==> config.mk <==
export PLATFORM = sky130hd
export DESIGN_NAME = lsu_mem_ctrl
export DESIGN_NICKNAME = d
export VERILOG_FILES = /design/src/rtl/lsu_mem_ctrl.sv
export SDC_FILE = /design/constraint.sdc
export NUM_CORES = 1
export LEC_CHECK = 0
export BUFFER_PORTS_ARGS = -buffer_cell sky130_fd_sc_hd__buf_4
export CAP_MARGIN = 5
export CORE_MARGIN = 4
export CORE_UTILIZATION = 46
export CTS_BUF_LIST = sky130_fd_sc_hd__clkbuf_16
export DETAILED_ROUTE_END_ITERATION = 12
export PLACE_DENSITY = 0.76
export SETUP_SLACK_MARGIN = 0.15
export SYNTH_ARGS = -nofsm -noshare
export SYNTH_HDL_FRONTEND = slang
export SYNTH_SLANG_ARGS = --single-unit
==> constraint.sdc <==
create_clock -name clk -period 3.2 [get_ports clk]
set_input_delay 0.16 -clock clk [delete_from_list [all_inputs] [get_ports clk]]
set_output_delay 0.16 -clock clk [all_outputs]
set_load 0.02 [all_outputs]
==> src/rtl/lsu_mem_ctrl.sv <==
// Load/store controller in front of datamem: sizes CPU requests, emits single-cycle
// memRead/memWrite pulses, does read-modify-write for sub-word stores. Optional MISALIGN_TRAP_EN.
module lsu_mem_ctrl #(
    parameter int MEM_WORDS = 16384,
    parameter int DW        = 32
) (
    input  logic          clk,
    input  logic          rst,
    input  logic          req,
    input  logic          we,
    input  logic [1:0]    size,
    input  logic          uns,
    input  logic [31:0]   addr,
    input  logic [DW-1:0] wdata,
    output logic          ready,
    output logic          done,
    output logic [DW-1:0] rdata,
    output logic          err,
    output logic [31:0]   mem_addr,
    output logic [DW-1:0] mem_wdata,
    output logic          mem_read,
    output logic          mem_write,
    input  logic [DW-1:0] mem_rdata,
    output logic [2:0]    dbg_state_o
);

    typedef enum logic [2:0] {
        IDLE = 3'd0,
        RD   = 3'd1,
        CAP  = 3'd2,
        WR   = 3'd3,
        DONE = 3'd4
`ifdef MISALIGN_TRAP_EN
        , ERR = 3'd5
`endif
    } state_t;

    localparam logic [29:0] IDX_MASK = 30'(MEM_WORDS - 1);

    state_t        state_q;
    logic          we_q, uns_q, done_q, mem_read_q, mem_write_q;
    logic [1:0]    sz_q, lo_q;
    logic [DW-1:0] wdata_q, rdata_q, mem_wdata_q;
    logic [31:0]   mem_addr_q;
    logic [7:0]    byte_sel;
    logic [15:0]   half_sel;
    logic [DW-1:0] rdata_d, merge_d;

`ifdef MISALIGN_TRAP_EN
    logic err_q;
    logic misalign;
    assign misalign = (size == 2'b11) || (size == 2'b01 && addr[0]) ||
                      (size == 2'b10 && addr[1:0] != 2'b00);
    assign err = err_q;
`else
    assign err = 1'b0;
`endif

    // DONE is the last cycle of an access and already accepts the next request.
    assign ready       = (state_q == IDLE) || (state_q == DONE);
    assign done        = done_q;
    assign rdata       = rdata_q;
    assign mem_addr    = mem_addr_q;
    assign mem_wdata   = mem_wdata_q;
    assign mem_read    = mem_read_q;
    assign mem_write   = mem_write_q;
    assign dbg_state_o = state_q;

    always_comb begin
        byte_sel = mem_rdata[7:0];
        case (lo_q)
            2'd1:    byte_sel = mem_rdata[15:8];
            2'd2:    byte_sel = mem_rdata[23:16];
            2'd3:    byte_sel = mem_rdata[31:24];
            default: byte_sel = mem_rdata[7:0];
        endcase
        half_sel = lo_q[1] ? mem_rdata[31:16] : mem_rdata[15:0];

        rdata_d = mem_rdata;
        merge_d = mem_rdata;
        case (sz_q)
            2'b00: begin
                rdata_d = {{24{byte_sel[7] & ~uns_q}}, byte_sel};
                case (lo_q)
                    2'd1:    merge_d[15:8]  = wdata_q[7:0];
                    2'd2:    merge_d[23:16] = wdata_q[7:0];
                    2'd3:    merge_d[31:24] = wdata_q[7:0];
                    default: merge_d[7:0]   = wdata_q[7:0];
                endcase
            end
            2'b01: begin
                rdata_d = {{16{half_sel[15] & ~uns_q}}, half_sel};
                if (lo_q[1]) merge_d[31:16] = wdata_q[15:0];
                else         merge_d[15:0]  = wdata_q[15:0];
            end
            default: begin
                rdata_d = mem_rdata;
                merge_d = wdata_q;
            end
        endcase
    end

    always_ff @(posedge clk or posedge rst) begin
        if (rst) begin
            state_q     <= IDLE;
            we_q        <= 1'b0;
            uns_q       <= 1'b0;
            sz_q        <= 2'b00;
            lo_q        <= 2'b00;
            wdata_q     <= '0;
            rdata_q     <= '0;
            mem_wdata_q <= '0;
            mem_addr_q  <= '0;
            done_q      <= 1'b0;
            mem_read_q  <= 1'b0;
            mem_write_q <= 1'b0;
`ifdef MISALIGN_TRAP_EN
            err_q       <= 1'b0;
`endif
        end else begin
            done_q      <= 1'b0;
            mem_read_q  <= 1'b0;
            mem_write_q <= 1'b0;
`ifdef MISALIGN_TRAP_EN
            err_q       <= 1'b0;
`endif
            case (state_q)
                IDLE, DONE: begin
                    state_q <= IDLE;
                    if (req) begin
                        we_q    <= we;
                        uns_q   <= uns;
                        lo_q    <= addr[1:0];
                        sz_q    <= (size == 2'b11) ? 2'b10 : size;
                        wdata_q <= wdata;
`ifdef MISALIGN_TRAP_EN
                        if (misalign) begin
                            state_q <= ERR;
                            err_q   <= 1'b1;
                        end else
`endif
                        begin
                            mem_addr_q <= {2'b00, addr[31:2] & IDX_MASK};
                            if (we && size[1]) begin
                                mem_wdata_q <= wdata;
                                mem_write_q <= 1'b1;
                                state_q     <= WR;
                            end else begin
                                mem_read_q <= 1'b1;
                                state_q    <= RD;
                            end
                        end
                    end
                end
                RD: state_q <= CAP;
                CAP: begin
                    if (we_q) begin
                        mem_wdata_q <= merge_d;
                        mem_write_q <= 1'b1;
                        state_q     <= WR;
                    end else begin
                        rdata_q <= rdata_d;
                        done_q  <= 1'b1;
                        state_q <= DONE;
                    end
                end
                WR: begin
                    done_q  <= 1'b1;
                    state_q <= DONE;
                end
`ifdef MISALIGN_TRAP_EN
                ERR: state_q <= IDLE;
`endif
                default: state_q <= IDLE;
            endcase
        end
    end

endmodule

==> flow_summary.yaml <==
sta:
  hold_viol: 0
  max_freq_ghz: 0.414
  rsz0062_at_grt: "false"
  period_needed_ns: 2.41
  finClkSkew_ns: 0.00534
  finalCritPeriodShare_pct: 75.4
  finalWorstSetupSlack_ns: 0.787
  worst_slew_pin_slew_ns: 1.08
  relSlewSlack_pct: 27.6
  setup_tns_ns: 0
  slew_violations: 0
  finalSetupViolCount: 0
finish:
  drive_gt1_share_pct: 23.6
  synthToLayoutAreaGrowth_pct: 37.3
  seqCellArea_mm2: 0.00305
  final_core_util_pct: 65.1
  multiInputGateArea_mm2: 0.00294
  nets: 1037
  final_common_cell: "buf_4"
  final_cell_mix: "buf_4, nand2_1, dfrtp_1"
  nFillCells: 1136
global_routing:
  grt_pass1_vias: 6003
  grt_overflow_total: 0
  grt_pass1_wl_mm: 32.4
  antenna_found_initial: 1
  grt_use_total_pct: 25.8
  grt_max_degree: 49
worst_setup_path:
  critPathMaxStageDelay_ns: 0.66
  crit_family: "simple AND/OR/NAND/NOR gates"
  critPathCaptureType: "flop"
  worstPathArrival_ns: 2.76
  crit_chain: "nor2_1 > nand2_1 > a21oi_1 > dlygate4sd3_1"
  critPathMaxFanout: 29
  path_buf_inv: 1
  critical-path-slowest-cell: "nand2_1"
  crit_required_ns: 3.55
  critPathLaunchType: "flop"
  critPathKind: "reg2reg"
cts:
  numCtsBuffers: 17
  cts_max_level: 4
  cts_setup_buffers: 0
  worstSkewPairLatency_ns: 0.41
  cts_tree: "done"
  cts_resized: 0
  clkSinkCount: 122
  root_buffer: "clkbuf_16"
  clk_pin_slew_ns: 0.05
  cts_buffer_depth: 2
yosys:
  avgSynthCellArea_um2: 8.72
  synth_edf_count: 0
  yosys.cell_types.count: 53
  synth_fa_ha_area_share_pct: 0
  syn-instance-count: 729
  synth_top_family_by_area: "compound AO/OA/AOI/OAI gates"
  yosysWarnings: 0
  ys_async_sr_fraction_pct: 100
  synth_area_mm2: 0.00636
  synth_seq_area_share_pct: 48.0
  yosys_register_bits: 122
  synth-compound-area-share_pct: 20.4
  yosys.area_share.simple_pct: 19.8
  muxShareOfSynthArea_pct: 4.66
  synth_xor_xnor_area_share_pct: 0
  synthFlopType: "dfrtp_1"
pwr:
  cell_internal_pwr_w: 0.00514
  combPwrFrac_pct: 49.6
  netSwitchingPower_w: 0.00400
  leakage_nw: 4.13
  vdd_drop_max_v: 0.000612
  seq_power_share_pct: 32.3
  power.share.clock_pct: 18.1
  power_density_mw_per_mm2: 1050
  switching_share_pct: 43.7
floorplan:
  die-area_mm2: 0.0158
  rows: 42
  fp.dieH_um: 126
  ios: 207
  die_x_um: 126
  start_util_pct: 47.4
  core_area_mm2: 0.0134
hold_path:
  hp-class: "in2reg"
detailed_routing:
  routed-via-count: 6185
  drt_wl_total_mm: 20.2
  wl_per_cell_um: 18.1
  ant_nets: 0
  drc_errors: 0
  firstDrtPassIters: 6
  via_per_inst: 5.53
  drt_iter0_drc: 538
placed_design:
  port_buffers: 171
  place.gp.congestion: 0.859
  place_ws_ns: 1.06
  place_hpwl_mm: 13.8
outcome:
  outcome: "finished clean"
flow_run:
  drv_cap: 0
-- power groups by stage --
stage          sequential [W]  clock, W  combinational (W)
2_1_floorplan         0.00337         0            0.00234
3_3_place_gp          0.00292         0            0.00437
3_5_place_dp          0.00294         0            0.00443
4_1_cts               0.00293   0.00168            0.00451
5_1_grt               0.00305   0.00175            0.00494
6_report              0.00295   0.00166            0.00453
-- state kept, by name, indices dropped and copies added (netlist names), 2 cells and up --
signal       cells
dbg_state_o      3
lo_q             2
mem_addr        14
mem_wdata       32
rdata           32
sz_q             2
wdata_q         32
-- final cells by class --
| cell class | count | share of cell area (%) |
|---|---|---|
| Antenna cell | 1 | 0.0287 |
| Timing Repair Buffer | 240 | 22.3 |
| Sequential cell | 122 | 35.0 |
| Multi-Input combinational cell | 535 | 33.7 |
| Clock inverter | 10 | 0.774 |
| Inverter | 18 | 0.817 |
| Clock buffer | 17 | 4.87 |
| Tap cell | 176 | 2.52 |
-- final timing paths --
kind	end	startpoint	slack, ns	depth (start not counted)
max	mem_read	dbg_state_o[0]	0.79	4
min	rdata[16]	mem_rdata[16]	0.04	3
max reg2reg	mem_read	dbg_state_o[0]	0.79	4
min reg2reg	wdata_q[25]	wdata_q[25]	0.47	2
max in group asynchronous	mem_wdata[13]	rst	1.90	4
min in group asynchronous	wdata_q[1]	rst	0.46	3
-- metrics by stage --
step                instances  area (um^2)  hold WS [ns]  total power [W]
floorplan                 747         6430         0.247          0.00571
global placement         1038         7700         0.349          0.00729
detailed placement       1038         7700         0.356          0.00737
CTS                      1118         8720        0.0214          0.00912
global route             1119         8730        0.0276          0.00974
finish                   1119         8730        0.0354          0.00913
-- synth_stat cells, drive strengths merged, types with 3 or more instances --
master	count	area (um^2)
a211o	9	78.8
a211oi	9	67.6
a21boi	7	52.6
a21o	9	67.6
a21oi	58	290
a221oi	6	52.6
a22oi	8	60.1
a41oi	7	61.3
and2	9	56.3
and3	7	43.8
buf	46	278
clkbuf	26	97.6
dfrtp	122	3050
inv	17	63.8
mux2	4	56.3
mux2i	24	240
nand2	169	634
nand2b	11	68.8
nand3b	10	75.1
nor2	47	176
nor2b	11	68.8
nor3	9	50.1
nor3b	3	27.5
o211ai	7	52.6
o21ai	53	265
o22ai	16	100
o31ai	7	52.6
-- layer usage --
layer | GRT usage, % | vias up | wire [um]
met5 | 0 | - | 0
met4 | 9.63 | 0 | 581
met3 | 7.55 | 48 | 1900
met2 | 39.1 | 308 | 9360
met1 | 35.1 | 2942 | 8390
li1 | - | 2887 | -
-- worst min-delay path, delay by kind of cell --
family | cells | cell delay [ns]
AND/OR/NAND/NOR | 1 | 0.06
buffers and inverters | 1 | 0.13
AO/OA/AOI/OAI | 1 | 0.05
-- cell families after synthesis --
| group | Yosys count |
|---|---|
| buffers and inverters | 90 |
| DFF | 122 |
| muxes | 28 |
| AOI/OAI and AO/OA | 205 |
| and+or+nand+nor | 283 |
| other | 1 |
-- timing repair --
item,in CTS,in global routing
endpoints found under the setup margin,0,0
hold endpoints to repair,86,0
hold buffers,53,0
Power figures use the tool's default switching activity.
